`src/rtl/decoder_pkg.sv`:
```
// rtl/decoder_pkg.sv - shared state encodings and polarity-applied one-hot decode helper
package decoder_pkg;

    typedef enum logic [1:0] {
        ST_IDLE  = 2'd0,
        ST_SHOW  = 2'd1,
        ST_BLANK = 2'd2
    } state_t;

    // One output bit of the decode. An out-of-range select leaves every bit
    // inactive. opt=0 drives the selected bit low, opt=1 drives it high.
    function automatic logic onehot_bit(
        input int unsigned sel,
        input int unsigned num_out,
        input int unsigned pos,
        input logic        opt
    );
        logic active;
        active = (sel < num_out) && (sel == pos);
        return active ~^ opt;
    endfunction

endpackage

```
`src/rtl/decoder_onehot.sv`:
```
// rtl/decoder_onehot.sv - combinational select to one-hot decode with polarity and range blanking
//   sel : index to decode (values >= NUM_OUT give an all-inactive vector)
//   opt : polarity, 0 = selected bit low, 1 = selected bit high
//   y   : decoded vector
module decoder_onehot
    import decoder_pkg::*;
#(
    parameter int SEL_W   = 3,
    parameter int NUM_OUT = 8
) (
    input  logic [SEL_W-1:0]   sel,
    input  logic               opt,
    output logic [NUM_OUT-1:0] y
);

    for (genvar i = 0; i < NUM_OUT; i++) begin : g_bit
        assign y[i] = onehot_bit(32'(sel), 32'(NUM_OUT), 32'(i), opt);
    end

endmodule

```
`src/rtl/decoder_scan.sv`:
```
// rtl/decoder_scan.sv - registered one-hot select decoder with manual and auto-scan modes
//   i_clk, i_rst_n : clock (rising edge), asynchronous active-low reset
//   i_en           : block enable, low forces idle with blank output
//   i_mode         : 0 = manual decode of i_sel, 1 = auto scan
//   i_sel          : manual-mode select
//   i_opt          : output polarity, 0 = selected bit low
//   i_period       : scan dwell cycles per position (0 behaves as 1)
//   o_y            : registered decoded output
//   o_idx          : index currently driven
//   o_wrap         : one-cycle pulse on the first cycle of index 0 after a scan wrap
module decoder_scan
    import decoder_pkg::*;
#(
    parameter int SEL_W        = 3,
    parameter int NUM_OUT      = 8,
    parameter int PER_W        = 16,
    parameter int BLANK_CYCLES = 2
) (
    input  logic               i_clk,
    input  logic               i_rst_n,
    input  logic               i_en,
    input  logic               i_mode,
    input  logic [SEL_W-1:0]   i_sel,
    input  logic               i_opt,
    input  logic [PER_W-1:0]   i_period,
    output logic [NUM_OUT-1:0] o_y,
    output logic [SEL_W-1:0]   o_idx,
    output logic               o_wrap
);

    localparam int BLK_W  = (BLANK_CYCLES > 1) ? $clog2(BLANK_CYCLES) : 1;
    localparam int BLK_M1 = (BLANK_CYCLES > 0) ? BLANK_CYCLES - 1 : 0;
    localparam logic [SEL_W-1:0] LAST_IDX = SEL_W'(NUM_OUT - 1);

    state_t             state;
    logic [PER_W-1:0]   dwell_cnt;
    logic [BLK_W-1:0]   blank_cnt;
    // Set while a scan run is in progress; clear means the next scan-mode
    // cycle starts a fresh run at index 0 (entry from idle or from manual).
    logic               scan_act;

    logic [SEL_W-1:0]   idx_inc;
    logic [PER_W-1:0]   period_m1;
    logic [NUM_OUT-1:0] blank_val;
    logic [NUM_OUT-1:0] dec_sel;
    logic [NUM_OUT-1:0] dec_cur;
    logic [NUM_OUT-1:0] dec_inc;
    logic [NUM_OUT-1:0] dec_zero;

    assign idx_inc   = (o_idx == LAST_IDX) ? '0 : o_idx + 1'b1;
    assign period_m1 = (i_period == '0) ? '0 : i_period - 1'b1;
    assign blank_val = {NUM_OUT{~i_opt}};

    decoder_onehot #(.SEL_W(SEL_W), .NUM_OUT(NUM_OUT)) u_dec_sel (
        .sel (i_sel), .opt (i_opt), .y (dec_sel)
    );
    decoder_onehot #(.SEL_W(SEL_W), .NUM_OUT(NUM_OUT)) u_dec_cur (
        .sel (o_idx), .opt (i_opt), .y (dec_cur)
    );
    decoder_onehot #(.SEL_W(SEL_W), .NUM_OUT(NUM_OUT)) u_dec_inc (
        .sel (idx_inc), .opt (i_opt), .y (dec_inc)
    );
    decoder_onehot #(.SEL_W(SEL_W), .NUM_OUT(NUM_OUT)) u_dec_zero (
        .sel ('0), .opt (i_opt), .y (dec_zero)
    );

    always_ff @(posedge i_clk or negedge i_rst_n) begin
        if (!i_rst_n) begin
            state     <= ST_IDLE;
            o_y       <= '1;
            o_idx     <= '0;
            o_wrap    <= 1'b0;
            dwell_cnt <= '0;
            blank_cnt <= '0;
            scan_act  <= 1'b0;
        end else if (!i_en) begin
            state     <= ST_IDLE;
            o_y       <= blank_val;
            o_idx     <= '0;
            o_wrap    <= 1'b0;
            dwell_cnt <= '0;
            blank_cnt <= '0;
            scan_act  <= 1'b0;
        end else if (!i_mode) begin
            // Manual decode; any scan dwell or blank in progress is dropped.
            state     <= ST_SHOW;
            o_y       <= dec_sel;
            o_idx     <= i_sel;
            o_wrap    <= 1'b0;
            dwell_cnt <= '0;
            blank_cnt <= '0;
            scan_act  <= 1'b0;
        end else if (!scan_act) begin
            state     <= ST_SHOW;
            o_y       <= dec_zero;
            o_idx     <= '0;
            o_wrap    <= 1'b0;
            dwell_cnt <= period_m1;
            blank_cnt <= '0;
            scan_act  <= 1'b1;
        end else begin
            o_wrap <= 1'b0;
            case (state)
                ST_SHOW: begin
                    if (dwell_cnt != '0) begin
                        dwell_cnt <= dwell_cnt - 1'b1;
                        o_y       <= dec_cur;
                    end else if (BLANK_CYCLES > 0) begin
                        state     <= ST_BLANK;
                        blank_cnt <= BLK_W'(BLK_M1);
                        o_y       <= blank_val;
                    end else begin
                        o_idx     <= idx_inc;
                        o_y       <= dec_inc;
                        o_wrap    <= (o_idx == LAST_IDX);
                        dwell_cnt <= period_m1;
                    end
                end
                ST_BLANK: begin
                    if (blank_cnt != '0) begin
                        blank_cnt <= blank_cnt - 1'b1;
                        o_y       <= blank_val;
                    end else begin
                        state     <= ST_SHOW;
                        o_idx     <= idx_inc;
                        o_y       <= dec_inc;
                        o_wrap    <= (o_idx == LAST_IDX);
                        dwell_cnt <= period_m1;
                    end
                end
                default: begin
                    state     <= ST_SHOW;
                    o_y       <= dec_zero;
                    o_idx     <= '0;
                    dwell_cnt <= period_m1;
                end
            endcase
        end
    end

endmodule

```
`config.mk`:
```
export PLATFORM = sky130hd
export DESIGN_NAME = decoder_scan
export DESIGN_NICKNAME = d
export VERILOG_FILES = /design/src/rtl/decoder_pkg.sv /design/src/rtl/decoder_onehot.sv /design/src/rtl/decoder_scan.sv
export SDC_FILE = /design/constraint.sdc
export NUM_CORES = 1
export LEC_CHECK = 0
export CELL_PAD_IN_SITES_DETAIL_PLACEMENT = 1
export CELL_PAD_IN_SITES_GLOBAL_PLACEMENT = 1
export CORE_MARGIN = 2
export CORE_UTILIZATION = 30
export DETAILED_ROUTE_END_ITERATION = 7
export GPL_TIMING_DRIVEN = 0
export PLACE_DENSITY = 0.71
export SLEW_MARGIN = 10
export SYNTH_ARGS = -nofsm -noshare
export SYNTH_HDL_FRONTEND = slang
export SYNTH_SLANG_ARGS = --single-unit
```
`constraint.sdc`:
```
create_clock -name i_clk -period 1.8 [get_ports i_clk]
set_input_delay 0.36 -clock i_clk [delete_from_list [all_inputs] [get_ports i_clk]]
set_output_delay 0.36 -clock i_clk [all_outputs]
set_load 0.005 [all_outputs]
```
==> flow_summary.yaml, run 1 <==
cells_and_area:
  antenna_cells: 0
  syn2layout_area_growth_pct: 58.9
  final_net_count: 490
  post-route-util_pct: 48.7
  drive_above_1_share_pct: 48.7
  stdcell_count: 587
grt:
  grt_util_all_layers_pct: 21.2
  grt_max_degree: 33
  antenna_found_initial: 0
  grt_pass1_vias: 3450
  grt_overflow_total: 0
  grt_pass1_wl_um: 18100
synth:
  yosys_warnings: 0
  synth_top_area_cell: "dfrtp_1"
  synth_ff_type: "dfrtp_1"
  yosysUniqueCellTypes: 71
  syn_area_per_cell_um2: 8.60
  ys_seq_area_share_pct: 27.2
  postSynthCellCount: 347
  syn-cell-area_um2: 2980
  synth_top_area_share_pct: 20.1
  synth_edf_count: 0
  synth_area_leaders: "dfrtp_1 20%, dfstp_2 7.0%, ha_1 5.5%"
  syn_nets: 384
  ys_seq_elements: 32
  synthArstFlopShare_pct: 100
clocking:
  root_buffer: "clkbuf_8"
  clk_pin_slew_ps: 80
  cts_tree: "yes"
  ctsHoldBuffers: 0
  clock-sinks: 32
  cts_buffers: 5
  insertion_delay_ps: 300
  h-tree-depth: 2
  cts_buffer_depth: 2
setup_path:
  reg2reg_from: "dwell_cnt[2]"
  crit_path_start_kind: "register"
  rrSetupSlack_ps: -180
  worstReg2RegEnd: "dwell_cnt[15]"
  worst_setup_path_end_kind: "register"
  crit_arrival_ps: 2190
  critical_path_class: "reg -> reg"
  worst-path-max-fanout: 5
  required_ps: 2010
  reg2reg_depth: 7
place:
  post-place-ws_ps: -809
  place_inst: 511
  numPortBuffers: 31
  place.gp.congestion: 0.873
  post-dp-hpwl_um: 6950
outcome:
  violations: "negative setup slack"
  status: "finished with violations"
floorplanning:
  dieArea_um2: 10800
  chipWidth_um: 104
  coreArea_um2: 9730
  ios: 36
  initial_core_util_pct: 30.7
  die_y_um: 104
  core.rowCount: 36
pwr:
  power_density_nw_per_um2: 499
  peakVddDrop_uv: 219
  cellLeakagePower_uw: 0.00186
  total_power_uw: 2370
detailed_routing:
  ant_nets: 0
  vias: 3224
  firstDrtPassIters: 4
  wl_per_cell_um: 20.7
  drcViolationCount: 0
  drt_iter0_markers: 100
  vias_per_cell: 5.49
  wirelength_um: 12200
timing:
  slew_headroom_pct: 45.3
  setup_viol: 25
  hold_viol: 0
  finalMaxSlewViolations: 0
  worst_slack_ps: -182
  fmax_ghz: 0.504
  tns_ps: -2370
  fin_skew_ps: 13.4
  fin_crit_ps: 1980
  worst_slew_pin_slew_ps: 821
  post-route-period-util_pct: 110
  rsz0062_at_grt: "yes"
hold_path:
  hp-class: "in -> async"
job:
  maxCapViolCount: 0
[cell type report]
class	instances	area [µm²]
clock buffers	7	76.3
inverters	15	58.8
flip-flops and latches	32	820
fillers	1144	4990
plain buffers	19	144
well taps	133	166
repair buffers	99	893
multi-input cells	281	2580
clock inverters	1	5.00
[metrics by stage]
stage / hold slack [ps] / area [µm²]
floorplan: 64.4 / 3050
global route: 202 / 4740
global placement: 507 / 3530
CTS: 166 / 4380
detailed placement: 481 / 3520
finish: 151 / 4740
[cells by family (layout without fill, tap and decap cells)]
family	count (synthesis)	count (layout)	share of synthesized area, %
and+or+nand+nor	130	130	26.8
adders and majority gates	13	13	5.45
buffers and inverters	34	141	5.45
muxes	15	15	5.24
xor gates and xnor gates	22	22	6.46
DFF	32	32	27.2
AOI/OAI and AO/OA	101	101	23.4
[worst max path at each step]
stage | from | endpoint | slack [ps]
after floorplan | o_idx[0] | o_y[7] | -30
after global placement | i_period[0] | dwell_cnt[10] | -740
after detailed placement | i_period[0] | dwell_cnt[8] | -810
after CTS | dwell_cnt[0] | dwell_cnt[12] | -60
after global routing | dwell_cnt[2] | dwell_cnt[15] | -280
final | dwell_cnt[2] | dwell_cnt[15] | -180
[routing by layer]
metal	GRT usage, %	wire [µm]
met5	0	0
met4	8.40	534
met3	3.15	409
met2	42.5	6740
met1	21.8	4480
[synth_stat cells (7+ instances only)]
master	instances
a21oi_1	25
a22oi_1	8
clkbuf_1	9
dfrtp_1	24
dfstp_2	8
ha_1	13
inv_1	14
mux2i_1	10
nand2_1	25
nand3_1	10
nor2_1	22
nor2b_1	7
nor3_1	7
nor3b_1	9
o21ai_0	15
o21ai_1	10
o21ai_2	8
xnor2_1	17
[state kept, by name, indices dropped and copies added (netlist names)]
name       flops
blank_cnt      1
dwell_cnt     16
o_idx          3
o_wrap         1
o_y            8
scan_act       1
state          2
[worst max-delay path: stages, from the launching register on]
cell and delay (ps):
dfrtp_2 470, nor4_4 390, and4_1 280, buf_6 140, o21ai_4 100, buf_6 140, mux2i_1 120, a311oi_2 240
[repair_timing]
item	CTS	global route
gates cloned	2	0
endpoints found under the setup margin	29	28
gates resized for setup	101	55
buffers inserted	50	17
pin swaps	29	30
[power breakdown]
| group | total [µW] | internal (µW) | switching [µW] |
|---|---|---|---|
| clock | 581 | 272 | 309 |
| sequential | 821 | 777 | 43.8 |
| combinational | 964 | 463 | 500 |
[cells in the final DEF, fill, tap and decap left out, drive strengths merged, types with 7 or more instances in the layout]
cell type	synthesis	final
buf	10	79
o21ai	34	34
nand2	26	26
a21oi	26	26
dfrtp	24	24
nor2	22	22
clkdlybuf4s50	0	21
xnor2	17	17
clkbuf	9	16
inv	15	15
ha	13	13
nor3	12	12
nor3b	11	11
nand3	10	10
mux2i	10	10
dlygate4sd2	0	8
dfstp	8	8
a22oi	8	8
nor2b	7	7
nand4	7	7
nor4	7	7
No activity file was read; power rests on OpenSTA's default activity.
==> run 2, diff against run 1 <==
==> constraint.sdc (replaced) <==
create_clock -name i_clk -period 1.8 [get_ports i_clk]
set_input_delay 0.36 -clock i_clk [delete_from_list [all_inputs] [get_ports i_clk]]
set_output_delay 0.36 -clock i_clk [all_outputs]
set_load 0.02 [all_outputs]
==> run 2 against run 1 <==
  * Cell count is 3.4% lower
  * Worst hold slack lost 4.6 ps
  * Critical path type unchanged
  * Register-to-register slack better by 50 ps
  * The run still ends with negative setup slack left
  * Die area unchanged
  * Largest power group unchanged
  * Fmax grew 2.8%
  * First-iteration DRC count up 4.0%
  * Clock power decreased by 2%
  * Highest routed layer unchanged
  * Global-route usage decreased by 1.1 points
  * Clock-buffer cell count shrank 1
  * Largest cell class unchanged
==> flow_summary.yaml, run 2 (synthesis results as in run 1) <==
setup_path:
  reg2reg_depth: 9
  rrSetupSlack_ps: -130
  worst_setup_path_end_kind: "register"
  worst-path-max-fanout: 5
  worstReg2RegEnd: "dwell_cnt[11]"
  required_ps: 2010
  critical_path_class: "reg -> reg"
  crit_arrival_ps: 2140
  reg2reg_from: "state[0]"
  crit_path_start_kind: "register"
floorplanning:
  chipWidth_um: 104
  dieArea_um2: 10800
  ios: 36
  coreArea_um2: 9730
  die_y_um: 104
  initial_core_util_pct: 30.7
  core.rowCount: 36
timing:
  post-route-period-util_pct: 107
  fin_hold_ws_ps: 146
  fin_crit_ps: 1930
  worst_slew_pin_slew_ps: 790
  finalMaxSlewViolations: 0
  hold_viol: 0
  rsz0062_at_grt: "yes"
  fin_skew_ps: 8.75
  setup_viol: 23
  worst_slack_ps: -128
  slew_headroom_pct: 47.4
  tns_ps: -1800
  fmax_ghz: 0.519
cells_and_area:
  final_net_count: 471
  syn2layout_area_growth_pct: 47.5
  drive_above_1_share_pct: 40.1
  antenna_cells: 0
  final_common_cell: "buf_4"
  post-route-util_pct: 45.2
  largest_reg_flops: 16
  fillers: 1144
  largestRegisters: "dwell_cnt (16), o_y (8), o_idx (3)"
  multi_input_area_um2: 2410
  top_register: "dwell_cnt"
  final_cell_mix: "43 x buf_4, 22 x a21oi_1, 22 x clkdlybuf4s50_1, 21 x nor2_1, 20 x nand2_1"
  stdcell_count: 567
  layout.area.seq_um2: 820
hold_path:
  hp-class: "in -> async"
place:
  place.gp.congestion: 0.873
  post-place-ws_ps: -794
  place_inst: 511
  numPortBuffers: 31
  post-dp-hpwl_um: 6920
job:
  maxCapViolCount: 0
pwr:
  combinationalPowerShare_pct: 38.8
  cellLeakagePower_uw: 0.00175
  power_density_nw_per_um2: 515
  internal-power_uw: 1450
  seqPwrFrac_pct: 36.1
  switching_share_pct: 36.2
  peakVddDrop_uv: 217
  p_sw_uw: 820
  power.share.clock_pct: 25.0
clocking:
  cts_buffer_depth: 2
  cts_buffers: 5
  clock-sinks: 32
  clk_pin_slew_ps: 80
  root_buffer: "clkbuf_8"
  cts_tree: "yes"
  h-tree-depth: 2
  insertion_delay_ps: 300
outcome:
  violations: "negative setup slack"
  status: "finished with violations"
grt:
  antenna_found_initial: 0
  grt_overflow_total: 0
  grt_pass1_wl_um: 17600
  grt_util_all_layers_pct: 20.2
  grt_pass1_vias: 3365
  grt_max_degree: 33
detailed_routing:
  drcViolationCount: 0
  firstDrtPassIters: 6
  ant_nets: 0
  drt_iter0_markers: 104
  wirelength_um: 10700
  wl_per_cell_um: 18.9
  vias_per_cell: 5.52
  vias: 3132
[run 2: final cells by class]
| class | instances | area share (%) |
|---|---|---|
| buffer | 19 | 3.13 |
| clock buffer | 6 | 1.65 |
| clock inverter | 1 | 0.114 |
| inverter | 15 | 1.34 |
| multi-input combinational | 281 | 54.9 |
| sequential | 32 | 18.6 |
| tap | 133 | 3.78 |
| timing repair buffer | 80 | 16.5 |
[run 2: timing repair]
item / in CTS / in global routing
setup buffers: 42 / 5
hold buffers: 0 / 0
gates cloned: 2 / 0
pin swaps: 35 / 16
setup endpoints to repair: 30 / 29
resized for setup: 65 / 33
[run 2: through the flow]
step / total power (µW) / instance area [µm²]
3_5_place_dp: 1470 / 3540
6_report: 2270 / 4400
5_1_grt: 2390 / 4400
2_1_floorplan: 1230 / 3070
4_1_cts: 2200 / 4230
3_3_place_gp: 1450 / 3540
[run 2: layer usage]
layer | track usage, % | up-vias | part of all wire, % | wire length, µm
li1 | - | 1459 | - | -
met1 | 23.1 | 1562 | 40 | 4330
met2 | 37.5 | 86 | 53 | 5670
met3 | 3.02 | 25 | 3.8 | 403
met4 | 7.82 | 0 | 2.9 | 311
met5 | 0 | - | 0 | 0
[run 2: power by group through the flow]
| stage | combinational, µW | sequential, µW | clock (µW) |
|---|---|---|---|
| detailed placement | 640 | 832 | 0 |
| CTS | 808 | 817 | 575 |
| global route | 947 | 825 | 613 |
| finish | 880 | 818 | 567 |
| floorplan | 375 | 853 | 0 |
| global placement | 624 | 830 | 0 |
[run 2: worst max path at each step]
stage / from / slack (ps) / end
floorplan: o_idx[0] / -30 / o_y[7]
global placement: i_period[0] / -750 / dwell_cnt[10]
detailed placement: i_en / -790 / dwell_cnt[11]
CTS: o_idx[0] / -100 / o_y[7]
global route: dwell_cnt[1] / -240 / dwell_cnt[11]
finish: state[0] / -130 / dwell_cnt[11]
[run 2: worst max-delay path, stage by stage, from the launching register on]
cell,delay [ps]
dfrtp_1,410
inv_2,70
ha_2,190
buf_6,100
nand2_2,90
or3_4,430
a21boi_4,230
buf_6,160
o21ai_1,100
o31ai_2,80
==> run 3, diff against run 2 <==
--- a/config.mk
+++ b/config.mk
@@ -12,6 +12,7 @@
 export DETAILED_ROUTE_END_ITERATION = 7
 export GPL_TIMING_DRIVEN = 0
 export PLACE_DENSITY = 0.71
+export SETUP_SLACK_MARGIN = 0.15
 export SLEW_MARGIN = 10
 export SYNTH_ARGS = -nofsm -noshare
 export SYNTH_HDL_FRONTEND = slang
==> run 3 against run 2 <==
  * The flow still finishes with violations (negative setup slack)
  * Die area unchanged
  * Clock-buffer cell count grew 2
  * Worst setup slack got worse by 18 ps
  * Critical path depth is 2 lower
  * Power up 6.3%
  * Via count is 1.9% higher
  * Cell count grew 2.8%
==> flow_summary.yaml, run 3 (synthesis results as in run 1) <==
cells_and_area:
  antenna_cells: 0
  top_register: "dwell_cnt"
  stdcell_count: 583
  largest_reg_flops: 16
  drive_above_1_share_pct: 50.0
  largestRegisters: "dwell_cnt (16), o_y (8), o_idx (3)"
  fillers: 1149
  final_common_cell: "buf_4"
  final_cell_mix: "49 x buf_4, 23 x dlygate4sd2_1, 19 x nor2_1, 18 x buf_6, 18 x o21ai_2"
  final_net_count: 486
  syn2layout_area_growth_pct: 58.7
place:
  place.gp.congestion: 0.863
  numPortBuffers: 31
  place_inst: 511
  post-dp-hpwl_um: 7080
grt:
  grt_pass1_vias: 3431
  antenna_found_initial: 0
  grt_pass1_wl_um: 17700
  grt_max_degree: 33
  grt_util_all_layers_pct: 20.5
  grt_overflow_total: 0
setup_path:
  reg2reg_from: "dwell_cnt[1]"
  required_ps: 1970
  max_stage_delay_ps: 420
  cp_top_family: "simple AND/OR/NAND/NOR gates"
  crit_path_start_kind: "register"
  critical_path_class: "reg -> reg"
  worst_setup_path_end_kind: "register"
  reg2reg_depth: 7
  slowest_stage: "or3b_4"
  worst-path-max-fanout: 3
  rrSetupSlack_ps: -150
  crit_arrival_ps: 2110
  path_cells: "inv_2 -> ha_4 -> or3b_4 -> nor3_4 -> nor3b_4 -> o41ai_2 -> o2bb2ai_2"
  worstReg2RegEnd: "dwell_cnt[12]"
  crit_buf_inv: 1
detailed_routing:
  firstDrtPassIters: 4
  ant_nets: 0
  drt_iter0_markers: 84
  wirelength_um: 11300
  wl_per_cell_um: 19.3
  drcViolationCount: 0
  vias: 3191
  vias_per_cell: 5.47
pwr:
  peakVddDrop_uv: 216
  power_density_nw_per_um2: 509
  cellLeakagePower_uw: 0.00189
outcome:
  violations: "negative setup slack"
  status: "finished with violations"
floorplanning:
  die_y_um: 104
  chipWidth_um: 104
  dieArea_um2: 10800
  core.rowCount: 36
  initial_core_util_pct: 30.7
  ios: 36
  coreArea_um2: 9730
job:
  maxCapViolCount: 0
timing:
  fin_crit_ps: 1950
  slew_headroom_pct: 46.7
  fmax_ghz: 0.514
  fin_hold_ws_ps: 157
  worst_slew_pin_slew_ps: 800
  rsz0062_at_grt: "yes"
  worst_slack_ps: -146
  setup_viol: 20
  fin_skew_ps: 4.73
  finalMaxSlewViolations: 0
  hold_viol: 0
  post-route-period-util_pct: 108
clocking:
  insertion_delay_ps: 280
  clk_pin_slew_ps: 70
  ctsHoldBuffers: 0
  cts_buffers: 5
  h-tree-depth: 2
  clock-sinks: 32
  root_buffer: "clkbuf_8"
  cts_tree: "yes"
  cts_buffer_depth: 2
hold_path:
  hp-class: "in -> async"
-- run 3: cell types whose count changed in the layout (fill, tap and decap cells not counted), sizes merged, moves of 2 or more --
cell / delta
buf: +17
dlymetal6s2s: -2
clkdlybuf4s50: -17
clkbuf: +2
dlygate4sd2: +17
-- run 3: cell type report --
cell class	instances	area [µm²]	area share, %
Multi-Input combinational cell	281	2600	54.8
Timing Repair Buffer	95	838	17.7
Sequential cell	32	822	17.4
Tap cell	133	166	3.51
Buffer	19	149	3.14
Clock buffer	8	90.1	1.90
Inverter	15	73.8	1.56
-- run 3: worst max path at each step --
stage	endpoint	depth (start not counted)	slack (ps)	start
finish	dwell_cnt[12]	7	-150	dwell_cnt[1]
global route	o_y[6]	8	-210	o_idx[0]
CTS	o_y[2]	7	-80	o_idx[0]
detailed placement	dwell_cnt[12]	7	-820	i_en
global placement	dwell_cnt[11]	7	-760	i_en
floorplan	o_y[2]	7	20	o_idx[0]
-- run 3: routing by layer --
layer  up-vias  share of wire, %  track usage (%)
met4         0               2.5             6.47
li1       1492                 -                -
met2        82                54             39.4
met1      1592                40             22.8
met3        25               3.3             3.46
met5         -                 0                0
-- run 3: power by group --
group          leakage (µW)  total (µW)  internal, µW  switching (µW)
registers          0.000393         822           777            45.2
clock network     0.0000455         598           312             286
logic               0.00145         989           461             528
total               0.00189        2410          1550             858
-- run 3: per-stage QoR --
step	setup WS, ps	utilization (%)	setup TNS, ps	area (µm²)	total power [µW]
after global routing	-206	48.7	-3150	4740	2540
final	-146	48.7	-1530	4740	2410
after floorplan	18.0	-	0	3210	1260
after CTS	-83.5	45.9	-822	4460	2310
after global placement	-764	37.9	-24670	3690	1490
after detailed placement	-820	37.8	-15570	3680	1510
-- run 3: timing repair --
item / in CTS / in global routing
cloned: 2 / 0
setup endpoints to repair: 41 / 30
endpoints found under the hold margin: 0 / 0
gates resized for setup: 101 / 55
pin swaps: 49 / 16
buffers inserted: 54 / 8
